File: config.mk
export PLATFORM = sky130hd
export DESIGN_NAME = led_pattern_driver
export DESIGN_NICKNAME = d
export VERILOG_FILES = /design/src/rtl/led_pattern_driver.sv
export SDC_FILE = /design/constraint.sdc
export NUM_CORES = 1
export LEC_CHECK = 0
export ABC_CLOCK_PERIOD_IN_PS = 2650
export BUFFER_PORTS_ARGS = -buffer_cell sky130_fd_sc_hd__buf_4
export CORE_ASPECT_RATIO = 1.4
export CORE_MARGIN = 2
export CORE_UTILIZATION = 50
export CTS_CLUSTER_DIAMETER = 120
export DETAILED_ROUTE_END_ITERATION = 7
export GPL_TIMING_DRIVEN = 0
export PLACE_DENSITY = 0.69
export SETUP_SLACK_MARGIN = 0.2
export SYNTH_ARGS = -nofsm -noshare
export SYNTH_HDL_FRONTEND = slang
export SYNTH_SLANG_ARGS = --single-unit
export TNS_END_PERCENT = 10
File: constraint.sdc
create_clock -name clk -period 2.65 [get_ports clk]
set_input_delay 0.265 -clock clk [delete_from_list [all_inputs] [get_ports clk]]
set_output_delay 0.265 -clock clk [all_outputs]
set_load 0.005 [all_outputs]
File: src/rtl/led_pattern_driver.sv
// rtl/led_pattern_driver.sv - multi-channel LED pattern generator
// Shared prescaler/phase drive per-channel blink, heartbeat and activity-stretch modes.
module led_pattern_driver #(
  parameter int NUM_LEDS      = 4,
  parameter int PRESCALE_BITS = 20,
  parameter int STRETCH_TICKS = 8,
  parameter int ACTIVE_HIGH   = 1
) (
  input  logic                  clk,
  input  logic                  reset,
  input  logic [3*NUM_LEDS-1:0] mode,
  input  logic [NUM_LEDS-1:0]   activity,
  output logic [NUM_LEDS-1:0]   led,
  output logic                  tick
);

  localparam int CW = $clog2(STRETCH_TICKS + 1);
  localparam logic [NUM_LEDS-1:0]      INV       = (ACTIVE_HIGH == 0) ? '1 : '0;
  localparam logic [CW-1:0]            LOAD      = CW'(STRETCH_TICKS);
  localparam logic [CW-1:0]            CNT_ONE   = CW'(1);
  localparam logic [PRESCALE_BITS-1:0] PS_ONE    = PRESCALE_BITS'(1);

  logic [PRESCALE_BITS-1:0] prescaler;
  logic [4:0]               phase;
  logic [CW-1:0]            stretch [NUM_LEDS];
  logic [NUM_LEDS-1:0]      act;
  logic [NUM_LEDS-1:0]      lit;
  logic                     wrap;
  logic                     slow;
  logic                     fast;
  logic                     hb;

  assign wrap = &prescaler;
  assign slow = phase[4];
  assign fast = phase[2];
  assign hb   = (phase[4:3] == 2'b00) && !phase[1];

  always_ff @(posedge clk) begin
    if (reset) begin
      prescaler <= '0;
      phase     <= '0;
      tick      <= 1'b0;
      led       <= INV;
    end else begin
      prescaler <= prescaler + PS_ONE;
      tick      <= wrap;
      if (wrap) begin
        phase <= phase + 5'd1;
      end
      led <= lit ^ INV;
    end
  end

  // A fresh activity strobe reloads the counter even on a decrement cycle.
  always_ff @(posedge clk) begin
    for (int i = 0; i < NUM_LEDS; i++) begin
      if (reset) begin
        stretch[i] <= '0;
      end else if (activity[i]) begin
        stretch[i] <= LOAD;
      end else if (wrap && (stretch[i] != '0)) begin
        stretch[i] <= stretch[i] - CNT_ONE;
      end
    end
  end

  always_comb begin
    act = '0;
    for (int i = 0; i < NUM_LEDS; i++) begin
      act[i] = (stretch[i] != '0);
    end
  end

  always_comb begin
    lit = '0;
    for (int i = 0; i < NUM_LEDS; i++) begin
      case (mode[3*i +: 3])
        3'd1:    lit[i] = 1'b1;
        3'd2:    lit[i] = slow;
        3'd3:    lit[i] = fast;
        3'd4:    lit[i] = act[i];
        3'd5:    lit[i] = act[i] ? fast : 1'b1;
        3'd6:    lit[i] = hb;
        default: lit[i] = 1'b0;
      endcase
    end
  end

endmodule

Word level (Yosys, flattened, before mapping)

Memories as Yosys holds them, arrays and structs flattened.
Index checks and enable logic that the tools add are counted.
W data, S select, Z words.

Add/subtract/negate cells: 6
Eq/ne operators: 24
Muxes and demuxes: 46
Bitwise operators: 8
Reduce and logical (&&, ||, !) cells: 12

Operators with widths:

| cell                    | count |
|---|---|
| $eq A3 B3 Y1 const B    | 12 |
| $mux W1                 | 34 |
| $mux W4                 | 8 |
| $eq A3 B2 Y1 const B    | 8 |
| $pmux W1 S6             | 4 |
| $add A20 B1 Y20 const B | 1 |
| $reduce_and A20 Y1      | 1 |
| $reduce_bool A4 Y1      | 4 |
| $sub A4 B1 Y4 const B   | 4 |
| $eq A3 B1 Y1 const B    | 4 |
| $or A1 B1 Y1            | 8 |
| $add A5 B1 Y5 const B   | 1 |
| $logic_and A1 B1 Y1     | 5 |
| $logic_not A2 Y1        | 1 |
| $logic_not A1 Y1        | 1 |

Register bits: 30
Memory bits (writable): 16
Input bits: 18
Output and inout bits: 5
Word-level logic and storage cells: 101
Memories kept: 1

Memories:

| name    | words | width | read ports | clocked after memory_dff | wr ports | RTL line | source |
|---|---|---|---|---|---|---|---|
| stretch | 4     | 4     | 4          | 0                        | 4        | 25       | `logic [CW-1:0] stretch [NUM_LEDS];` |

Longest topological paths before layout

Depth in word-level cells: 7
Depth in mapped cells: 6
Mapped depth without buffers: 6

Least setup slack after synthesis

No wires, ideal clock.

Path kind: flip-flop to flip-flop
From: register prescaler[0]
To: memory stretch[0][0] (netlist bit) (enable)
Setup time: 0.361 ns
Data arrival time: 1.550 ns
Data required time: 2.289 ns
Setup slack: 0.738 ns
Stages on the path, launching flop included: 6
Buffers on the path: 0
Clock period less this slack: 1.912 ns
Cells stage by stage: dfxtp_1 ha_1 and4_1 and4_1 nand2_1 o21ai_0

RTL lines:

| item                   | RTL line | source |
|---|---|---|
| from (decl)            | 23       | `logic [PRESCALE_BITS-1:0] prescaler;` |
| from (signal assigned) | 45       | `prescaler <= prescaler + PS_ONE;` |
| to (decl)              | 25       |  |

==> impl_results.md <==
* Yosys warns at 0
* Clock Power Share at 0.331
* Leak at between 0.0009 and 0.001 uW
* Mapped Area at roughly 2300 sq um
* Post-Syn Area per Cell at roughly 9.1 sq um
* Final Cell Area at 2628 sq um
* CTS buffer count at 5
* Initial antenna violation count at 0
* Adder-cell share of the synthesized area at 0.03272
* Final non-filler cell total at approximately 350
* Count of cell types in the netlist at 32
* Congestion Overflow GR at 0
* Max Freq at 438.8 MHz
* GR Util met2 at 0.3269
* Crit Reg-Reg Startpoint: prescaler[0]
* Combinational cell fraction of total power at 0.093
* Dominant synthesized flop cell: dfxtp_1
* Skew-Pair Late Insertion Delay at 300 ps
* Area growth syn-to-layout at 14.50%
* Die ar. at between 5000 and 6000 sq um
* Main combinational cell family by area after synthesis: simple AND/OR/NAND/NOR gates
* Critical Path, Cell by Cell: ha_1, and4_1, and4_1, nand2_1, o21ai_0
* RSZ-0062 raised after global routing: yes
* Largest net degree at the start of global routing at 14
* Syn Inst Count at between 200 and 300
* Fraction of layout cells with a size suffix above 1 at 0.1166
* Max_cap viols at 0
* Synth Area in Compound Gates at 0.1549
* Core ar. at around 4500 sq um
* Hold Startpoint: mode[3]
* Crit start category: flop
* Net Sw Frac at 0.2292
* Final worst-path cycle share at 0.8599
* Worst-Margin Slew at 674.1 ps
* CP Class: flop to flop
* Die height at 84.16 um
* Power Density at approximately 500 nW/um^2
* Vias in the first global route at between 1500 and 2000
* Layout Utilization at 0.5887
* Status: complete, no violations
* Post-DR wirelength/cell at around 13 um
* Most used routing layer: met2
* GP Congestion at 0.7857
* Iter 0 DRT Violations at 60
* Mux cell area share after synthesis at 0
* Chip Width at just over 60 um
* Worst EP arrival at around 2200 ps
* Antenna-violating nets left at 0
* FFs w/ async S/R, synth at 0
* Internal at roughly 1000 uW
* Hpwl dp at ~3400 um
* DP Area at approximately 2500 sq um
* Final wirelength at 4630 um
* Cell row count at 29
* Final count of negative-setup-slack endpoints at 0
* Worst-path clk slew at 80 ps
* Cts hold-fix bufs at 0
* Root Driver: clkbuf_8
* Ports at 23
* Placed cells at 337
* Wire length of the first global-routing pass at 7638 um
* Met1 Resource Use GR at 0.2245
* Seq pwr share at 0.576
* NumNets Final at between 300 and 400
* GR Util met3 at 0.04468
* CP max stage delay at ~520 ps
* Max Slew Vio Count at 0
* Iteration count of the initial detailed-routing pass at 4
* Max VDD drop at ~0.37 mV
* CP endpoint kind: flop
* Worst path bufs/invs at 0
* Crit path top cell by count: and4_1
* Port Buffers at 22
* EDFF count, synth at 16
* H-tree depth at 2
* Via count at between 1500 and 2000
* Switch Pwr at about 300 uW
* Crit path max-delay family: simple AND/OR/NAND/NOR gates
* Slew headroom at 0.5497
* TritonCTS clock tree: done
* Final setup TNS at 0 ps
* Tightest Hold Check Type: primary input to flop
* Clk buf depth at 2
* Source of the critical timing path: prescaler[0]
* Commonest non-fill, non-tap cells in the layout: a21oi_1 (30), dfxtp_1 (30), buf_4 (22), o21ai_0 (17), edfxtp_1 (16)
* Crit-path slowest cell: o21ai_0
* Critical path required time at 2590 ps
* Syn_nets at between 200 and 300
* Antenna diodes at 0
* GRT Util Overall at 0.1948
* Vias per cell at ~5.7
* Yosys reg bits at 46
* Crit Path Max Fanout at 8
* Period minus WS final at 2279 ps
* Hold Violations, Final at 0
* Clock tree sinks at 46
* Drt drc at 0
* Starting Density at 0.5142
* Synth Area in XOR/XNOR at 0.04962
* Simple-Gate Fraction of Synth Area at 0.2514
* Skew final at 8.012 ps
* Seq/Total Area, Yosys at 0.4711
## worst paths after layout
| path | depth (start not counted) | slack [ps] | endpoint |
|---|---|---|---|
| max | 5 | 370 | stretch[1][3] |
| min | 2 | 140 | led[1] |
| min reg2reg | 1 | 470 | prescaler[0] |
| max reg2reg | 5 | 370 | stretch[1][3] |
## power by group through the flow
stage          Clock (uW)  Sequential [uW]  Combinational, uW
3_3_place_gp            0              777                121
4_1_cts               452              761                124
5_1_grt               476              765                139
2_1_floorplan           0              776               70.5
6_report              438              761                122
3_5_place_dp            0              778                123
## cells by family (layout without fill, tap and decap cells)
logic type | count (synthesis) | count (layout)
AO/OA/AOI/OAI | 64 | 64
XOR/XNOR | 13 | 13
adder cells (fa/ha/maj) | 6 | 6
buffers and inverters | 24 | 54
AND/OR/NAND/NOR | 100 | 100
flip-flops | 46 | 46
## worst register-to-register path, cell delays in order (launching register included)
cell     delay [ps]
dfxtp_1         380
ha_1            220
and4_1          300
and4_1          290
nand2_1         220
o21ai_0         520
## synth_stat cells, types with 2 or more instances
master / n / area share
clkbuf_1: 6 / 0.0098
xnor2_1: 9 / 0.034
dfxtp_1: 30 / 0.26
and3_1: 2 / 0.0055
or3_1: 13 / 0.035
o21ai_0: 18 / 0.039
buf_2: 2 / 0.0044
nand2b_1: 8 / 0.022
xor2_1: 4 / 0.015
nor4_1: 12 / 0.033
nand2_1: 13 / 0.021
nor2_1: 14 / 0.023
a22oi_1: 4 / 0.013
inv_1: 15 / 0.025
or4_1: 5 / 0.016
nand3_1: 8 / 0.017
ha_1: 6 / 0.033
o31ai_1: 8 / 0.026
and4_1: 4 / 0.015
a31oi_1: 4 / 0.011
nor3_1: 6 / 0.013
a21oi_1: 30 / 0.065
nor3b_1: 4 / 0.013
nand4_1: 5 / 0.014
edfxtp_1: 16 / 0.21
## sequential cells by signal, summed over array words and instances (netlist names)
signal and count:
led 4, phase 5, prescaler 20, stretch 16
tick 1
## what timing repair did
item	CTS	global route
setup endpoints to repair	0	12
setup buffers	0	0
resized for setup	0	1
## area by class of cell
cell class / count / area, sq um
buffer: 9 / 36.28
timing repair buffer: 22 / 165.2
fill: 413 / 1836
clock buffer: 8 / 90.09
multi-input combinational: 183 / 1121
inverter: 15 / 56.30
sequential: 46 / 1081
tap: 62 / 77.57
## stage by stage
| step | hold WS, ps | power, uW | setup slack (ps) |
|---|---|---|---|
| final | 135.3 | 1322 | 371.3 |
| after global routing | 132.3 | 1380 | 148.7 |
| after CTS | 128.7 | 1337 | 338.5 |
| after detailed placement | 450.3 | 901.0 | 352.0 |
| after global placement | 450.0 | 898.3 | 403.2 |
| after floorplan | 354.4 | 846.3 | 738.4 |
## metal layers
metal,part of all wire,wire length (um)
met2,0.52,2410
met3,0.054,248
met4,0.018,83
met1,0.41,1887
met5,0,0
Power figures use the tool's default switching activity.
